==> src/rtl/lru_access_arbiter.sv <==
// Round-robin front end for a shared LRU buffer: grants one requester,
// drives a single set strobe into buffer_lru and reports hit and slot.
module lru_access_arbiter #(
  parameter int WIDTH    = 16,
  parameter int BUF_SIZE = 8,
  parameter int N_REQ    = 4,
  parameter int IDX_W    = $clog2(BUF_SIZE),
  parameter int ID_W     = $clog2(N_REQ)
) (
  input  logic                      clk_i,
  input  logic                      rst_i,
  input  logic [N_REQ-1:0]          req_i,
  input  logic [N_REQ*WIDTH-1:0]    req_val_i,
  input  logic                      flush_i,
  output logic [N_REQ-1:0]          ack_o,
  output logic                      resp_valid_o,
  output logic [ID_W-1:0]           resp_id_o,
  output logic                      resp_hit_o,
  output logic [IDX_W-1:0]          resp_idx_o,
  output logic                      resp_err_o,
  output logic                      busy_o,
  output logic                      lru_rst_o,
  output logic                      lru_set_o,
  output logic [WIDTH-1:0]          lru_val_o,
  input  logic [BUF_SIZE*WIDTH-1:0] lru_bufs_i
);

  localparam int CNT_W = $clog2(BUF_SIZE + 1);

  typedef enum logic [2:0] {
    IDLE,
    LOOKUP,
    ISSUE,
    SETTLE,
    RESP
  } state_t;

  state_t           state;
  logic [ID_W-1:0]  rr_ptr;
  logic [ID_W-1:0]  id_r;
  logic [WIDTH-1:0] val_r;
  logic [CNT_W-1:0] fill_cnt;
  logic             hit_r;
  logic             flush_r;

  logic             gnt_vld;
  logic [ID_W-1:0]  gnt_id;
  logic             m_any;
  logic [IDX_W-1:0] m_idx;

  always_comb begin
    gnt_vld = 1'b0;
    gnt_id  = '0;
    for (int i = 0; i < N_REQ; i++) begin
      if (!gnt_vld && req_i[(int'(rr_ptr) + i) % N_REQ]) begin
        gnt_vld = 1'b1;
        gnt_id  = ID_W'((int'(rr_ptr) + i) % N_REQ);
      end
    end
  end

  // Only occupied slots may match, so a zero value never hits empty ones.
  always_comb begin
    m_any = 1'b0;
    m_idx = '0;
    for (int k = 0; k < BUF_SIZE; k++) begin
      if (!m_any && (CNT_W'(k) < fill_cnt) &&
          (lru_bufs_i[k*WIDTH +: WIDTH] == val_r)) begin
        m_any = 1'b1;
        m_idx = IDX_W'(k);
      end
    end
  end

  assign busy_o    = (state != IDLE);
  assign lru_rst_o = rst_i | flush_r;

  always_ff @(posedge clk_i) begin
    if (rst_i) begin
      state        <= IDLE;
      rr_ptr       <= '0;
      id_r         <= '0;
      val_r        <= '0;
      fill_cnt     <= '0;
      hit_r        <= 1'b0;
      flush_r      <= 1'b0;
      ack_o        <= '0;
      resp_valid_o <= 1'b0;
      resp_id_o    <= '0;
      resp_hit_o   <= 1'b0;
      resp_idx_o   <= '0;
      resp_err_o   <= 1'b0;
      lru_set_o    <= 1'b0;
      lru_val_o    <= '0;
    end else begin
      flush_r      <= 1'b0;
      lru_set_o    <= 1'b0;
      ack_o        <= '0;
      resp_valid_o <= 1'b0;
      unique case (state)
        IDLE: begin
          if (flush_i) begin
            flush_r  <= 1'b1;
            fill_cnt <= '0;
          end else if (gnt_vld) begin
            id_r      <= gnt_id;
            val_r     <= req_val_i[gnt_id*WIDTH +: WIDTH];
            lru_val_o <= req_val_i[gnt_id*WIDTH +: WIDTH];
            state     <= LOOKUP;
          end
        end
        LOOKUP: begin
          hit_r <= m_any;
          if (!m_any && (fill_cnt < CNT_W'(BUF_SIZE)))
            fill_cnt <= fill_cnt + 1'b1;
          lru_set_o <= 1'b1;
          state     <= ISSUE;
        end
        ISSUE: begin
          state <= SETTLE;
        end
        // Buffer has absorbed the set by now; register the response.
        SETTLE: begin
          resp_valid_o <= 1'b1;
          ack_o        <= N_REQ'(1) << id_r;
          resp_id_o    <= id_r;
          resp_hit_o   <= hit_r;
          resp_err_o   <= !m_any;
          resp_idx_o   <= m_any ? m_idx : '0;
          state        <= RESP;
        end
        RESP: begin
          rr_ptr <= (int'(id_r) == N_REQ - 1) ? '0 : id_r + 1'b1;
          state  <= IDLE;
        end
        default: state <= IDLE;
      endcase
    end
  end

endmodule

==> config.mk <==
export PLATFORM = sky130hd
export DESIGN_NAME = lru_access_arbiter
export DESIGN_NICKNAME = d
export VERILOG_FILES = /design/src/rtl/lru_access_arbiter.sv
export SDC_FILE = /design/constraint.sdc
export NUM_CORES = 1
export LEC_CHECK = 0
export CAP_MARGIN = 20
export CORE_ASPECT_RATIO = 1.5
export CORE_MARGIN = 4
export CORE_UTILIZATION = 39
export DETAILED_ROUTE_END_ITERATION = 10
export PLACE_DENSITY = 0.87
export SLEW_MARGIN = 20
export SYNTH_ARGS = -nofsm -noshare
export SYNTH_HDL_FRONTEND = slang
export SYNTH_SLANG_ARGS = --single-unit
==> constraint.sdc <==
create_clock -name clk_i -period 2.5 [get_ports clk_i]
set_input_delay 0.25 -clock clk_i [delete_from_list [all_inputs] [get_ports clk_i]]
set_output_delay 0.25 -clock clk_i [all_outputs]
set_load 0.005 [all_outputs]
-- Word-level counts from Yosys, hierarchy flattened
Cells that the tools add are included.
- bits of input ports: 199
- register bits after elaboration: 42
- output and inout port bits: 31
- word-level logic and storage cells: 144
- reduce and logical (&&, ||, !) cells: 41
- $add $sub $neg: 5
- multiplexer cells: 45
- eq/ne operators: 17
- shift operators: 2
- bitwise gates (word level): 7
- $lt $le $gt $ge: 13
- operators by type and width (kind ; count):
    equality test 16 bit ; 8
    indexed part select 64 x 7 -> 16 bit ; 1
    two-way mux 3 bit ; 9
    two-way mux 1 bit ; 23
    logical AND 1 bit ; 19
    less-than comparator 3 x 4 -> 1 bit (first input constant) ; 4
    less-than comparator 3 x 4 -> 1 bit (second input constant) ; 3
    case mux 3 bit (4 select lines) ; 1
    logical NOT 1 bit ; 11
    two-way mux 2 bit ; 5
    OR reduction 2 bit ; 5
    binary-select mux 1 bit (select 2 bit) ; 4
    less-than comparator 1 x 4 -> 1 bit (first input constant) ; 2
    less-than comparator 2 x 4 -> 1 bit (first input constant) ; 2
    two-way mux 4 bit ; 2
    != test 2 bit (second input constant) ; 4
    case mux 4 bit (2 select lines) ; 1
    equality test 3 x 2 -> 1 bit (second input constant) ; 2
    AND reduction 3 bit ; 2
    adder 2 x 1 -> 2 bit (second input constant) ; 2
    adder 2 bit (second input constant) ; 2
    adder 4 x 1 -> 4 bit (second input constant) ; 1
    less-than comparator 4 bit (second input constant) ; 1
    left shift 1 x 2 -> 4 bit (first input constant) ; 1
    11 further kinds ; 15

-- Depth between registers and ports, before layout
- depth after elaboration: 35
- depth in mapped cells: 9
- depth with buffers taken out: 9

-- Least setup slack after synthesis
OpenSTA, ideal clock, no wires.
- kind: reg-to-reg
- from: register val_r[4]
- to: register fill_cnt[0]
- slack: 0.477 ns
- path buffers: 2
- arrival: 1.952 ns
- required time: 2.428 ns
- library setup time: 0.072 ns
- stages on the path, launching flop included: 10
- period minus slack after synthesis: 2.023 ns
- cells stage by stage: dfxtp_1 buf_6 xnor2_2 nand4_1 or4_1 o22a_1 and3_4 buf_6 nand4b_2 mux2i_1
- cells in the longest elaborated chain, start to end: 35
- elaborated cells on any way between the ends: 42
- classes of those cells: 9 x eq/ne; 8 x mux; 25 x reduce/logical
- ends and longest elaborated chain (element ; line ; RTL):
    start, declared ; 41 ; logic [WIDTH-1:0] val_r;
    start signal, assigned ; 107 ; val_r <= req_val_i[gnt_id*WIDTH +: WIDTH];
    equality test 16 bit ; 68 ; (lru_bufs_i[k*WIDTH +: WIDTH] == val_r)) begin
    logical AND 1 bit ; 67 ; if (!m_any && (CNT_W'(k) < fill_cnt) &&
    two-way mux 1 bit ; 67 ;
    logical NOT 1 bit ; 67 ;
    logical AND 1 bit (2 in a row) ; 67 ;
    two-way mux 1 bit ; 67 ;
    logical NOT 1 bit ; 67 ;
    logical AND 1 bit (2 in a row) ; 67 ;
    (+16 left out) ; n/a ;
    two-way mux 1 bit ; 67 ;
    logical NOT 1 bit ; 67 ;
    logical AND 1 bit (2 in a row) ; 67 ;
    two-way mux 1 bit * ; 67 ;
    logical NOT 1 bit * ; 114 ; if (!m_any && (fill_cnt < CNT_W'(BUF_SIZE)))
    logical AND 1 bit * ; 114 ;
    != test 2 bit (no line) * ; n/a ;
    AND reduction 3 bit (no line) * ; n/a ;
    end signal, assigned ; 115 ; fill_cnt <= fill_cnt + 1'b1;
    end, declared ; 42 ; logic [CNT_W-1:0] fill_cnt;
Mark *: on every way between the ends. The rest lies on a longest branch, timed or not.
A chain may end at the register's enable or synchronous reset.

-- Worst setup path in the final report
- from: register val_r[0]
- to: register fill_cnt[3]
The elaborated chain is that of the path after synthesis.

==> results by group <==
Run status
  – Status: finished, final reports clean

Placed design
  – DPL Wire Length: 14.09 mm
  – # port buffers: 229
  – RD Place Congestion: 0.8983
  – Post-Place Cells: 864

Worst setup path
  – Worst path max stage delay: 570 ps
  – Worst EP required: 2680 ps
  – R2r setup slk: 170 ps
  – Startpoint Class: register
  – Worst EP arrival: 2510 ps
  – CP endpoint kind: register
  – Critical Path, Cell by Cell: xor2_1 -> nor4_1 -> nand2_1 -> or3_1 -> and2_1 -> a41oi_1 -> nor2b_1
  – Crit Path Category: register to register
  – Worst Path Max Fanout: 6
  – CP bufs+invs: 0
  – Crit-path leading delay family: simple AND/OR/NAND/NOR gates
  – CP max-delay cell: dfxtp_1

Global routing
  – Gr usage total: 27.46%
  – First-pass GRT wire length: 23.95 mm
  – Grt ovf: 0
  – Largest net degree at the start of global routing: 38
  – Vias in the first global route: 4,674
  – Antenna violations before repair: 1

Clock tree
  – Skew-Pair Late Insertion Delay: 290 ps
  – CTS max path bufs: 2
  – Clock transition at path regs: 70 ps
  – CTS root buf: clkbuf_16
  – # clock sinks: 42
  – Hold buffer count at cts: 0
  – TritonCTS clock tree: done
  – CTS Buf Count: 5
  – H-Tree Depth: 2

STA
  – Worst Tran Pin Value: 1033 ps
  – Rel. slew slack: 30.76%
  – RSZ-0062 raised after global routing: false
  – Skew final: 6.462 ps
  – Setup_tns: 0 ps
  – Max Fclk: 428.4 MHz
  – Crit share post-route: 93.38%
  – Hold_ws: 461.1 ps
  – Minimum clock period: 2334 ps
  – Slew Limit Fails: 0
  – Final hold vios: 0
  – Setup-failing EPs final: 0

Finish
  – Finished Layout Cells: 874
  – Final Util: 67.16%
  – Share of cells above drive strength 1: 7.530%
  – Layout fillers: 849
  – Nets@finish: 959
  – Area delta synth->final: 68.37%

Detailed routing
  – Wire per inst: 18.99 um
  – First-pass DRT Iterations: 5
  – # DRC: 0
  – Via count: 4,578
  – Routed Wire Length: 16.60 mm
  – Final ANT Viol Nets: 0
  – Iteration-0 DRC count of the detailed router: 260
  – Via/cell ratio: 5.238

Worst hold path
  – Worst hold path type: register to register

Floorplan
  – Die Y: 129.9 um
  – Die ar.: 11,600 um^2
  – Io pins: 230
  – Die X: 89.28 um
  – Num rows: 44
  – Initial Utilization: 39.89%
  – Core Area: 9689 um^2

Synth
  – Primary FF master, synth: dfxtp_1
  – Seq/Total Area, Yosys: 21.75%
  – Synth unique cells: 47
  – Synth area leader: dfxtp_1
  – Async SR Flop Fraction: 0%
  – Top cells by area, synth: dfxtp_1 22%, xor2_1 15%, xnor2_1 14%
  – Ys Warns: 0
  – Flops & latches, synth: 42
  – Post-synth EDFFs: 0
  – Post-Syn Nets: 727
  – Mapped Cells: 524
  – Synth top area share: 21.75%
  – Avg Cell Area, Syn: 7.376 um^2
  – Post-synthesis cell area: 3865 um^2

Power and ir drop
  – Part of the power in combinational logic: 42.4%
  – Clock power share: 26.1%
  – PD cells: 385.4 nW/um^2
  – Switching Share: 31.63%
  – Total Power: 2.508 mW
  – Internal: 1.715 mW
  – P_leak: 2.550 nW
  – Peak supply drop: 0.3530 mV
  – Flop pwr share: 31.5%
  – Sw power: 0.7933 mW

Run
  – Max cap viols: 0
==> final cells by class <==
class	instances	area [um^2]	share of cell area, %
clock buffer	5	125.1	1.923
inverter	7	26.28	0.4038
sequential	42	845.8	13.00
clock inverter	3	25.02	0.3845
multi-input combinational	438	2771	42.59
antenna	2	5.005	0.07691
timing repair buffer	262	2565	39.42
tap	115	143.9	2.211
==> registers in the layout, summed over array words and instances (netlist names) <==
name,cells
ack_o,4
resp_err_o,1
rr_ptr,2
resp_id_o,2
fill_cnt,4
val_r,16
lru_set_o,1
state,3
resp_valid_o,1
id_r,2
hit_r,1
flush_r,1
resp_idx_o,3
resp_hit_o,1
==> cell usage after synthesis, drive strengths merged (2+ instances only) <==
cell    number
a21o         2
a21oi       33
and2         2
and3         3
buf         18
clkbuf      19
dfxtp       42
ha           4
inv          7
mux2i        5
nand2      108
nand3       55
nand4       16
nor2        18
nor2b        4
nor3        11
nor3b        2
nor4        16
o22a         2
o22ai        4
o311ai       2
or3          3
or4          4
xnor2       64
xor2        65
==> cells in the final DEF, fill, tap and decap left out, types with 5 or more instances in the layout <==
cell	n
a21oi_1	33
buf_4	31
clkbuf_16	5
clkdlybuf4s50_1	229
dfxtp_1	38
inv_1	7
mux2i_1	5
nand2_1	108
nand3_1	55
nand4_1	16
nor2_1	18
nor3_1	9
nor4_1	16
xnor2_1	61
xor2_1	65
==> repair_timing <==
action | in CTS | in global routing
buffers inserted | 0 | 0
endpoints found under the setup margin | 0 | 4
gates resized for setup | 0 | 4
==> metal layers <==
layer | vias to the layer above | wire, um | GRT usage [%]
met4 | 0 | 667 | 13.15
met2 | 221 | 8681 | 50.85
met1 | 2091 | 5839 | 28.44
met5 | - | 0 | 0
li1 | 2234 | - | -
met3 | 32 | 1411 | 5.938
==> cells by family (layout without fill, tap and decap cells) <==
family	count (synthesis)	count (layout)	share of synthesized area, %
AO/OA/AOI/OAI	51	51	7.834
buffers and inverters	44	277	6.701
multiplexers	5	5	1.295
other	0	2	0
XOR/XNOR	129	129	29.82
adder cells (fa/ha/maj)	4	4	1.295
AND/OR/NAND/NOR	249	249	31.30
flip-flops	42	42	21.75
==> worst register-to-register path, cell delays in order (launching register included) <==
cell	delay, ps
dfxtp_1	570
xor2_1	130
nor4_1	410
nand2_1	150
or3_1	410
and2_1	230
a41oi_1	260
nor2b_1	70
==> through the flow <==
| step | setup slack, ps | area (um^2) |
|---|---|---|
| 6_report | 165.5 | 6507 |
| 4_1_cts | 117.4 | 6497 |
| 5_1_grt | 1.662 | 6505 |
| 3_3_place_gp | 84.80 | 6347 |
| 2_1_floorplan | 476.6 | 3865 |
| 3_5_place_dp | 36.94 | 6347 |
==> final timing paths <==
path / start / to / depth (start not counted)
setup / recovery: val_r[0] / fill_cnt[3] / 7
hold / removal: resp_hit_o / resp_hit_o / 2
setup reg to reg: val_r[0] / fill_cnt[3] / 7
hold reg to reg: resp_hit_o / resp_hit_o / 2
==> power groups by stage <==
| stage | registers (mW) | clock network, mW | logic (mW) |
|---|---|---|---|
| 2_1_floorplan | 0.749 | 0 | 0.534 |
| 3_3_place_gp | 0.802 | 0 | 1.04 |
| 3_5_place_dp | 0.803 | 0 | 1.06 |
| 4_1_cts | 0.788 | 0.664 | 1.07 |
| 5_1_grt | 0.797 | 0.694 | 1.15 |
| 6_report | 0.791 | 0.655 | 1.06 |
Power figures use the tool's default switching activity.
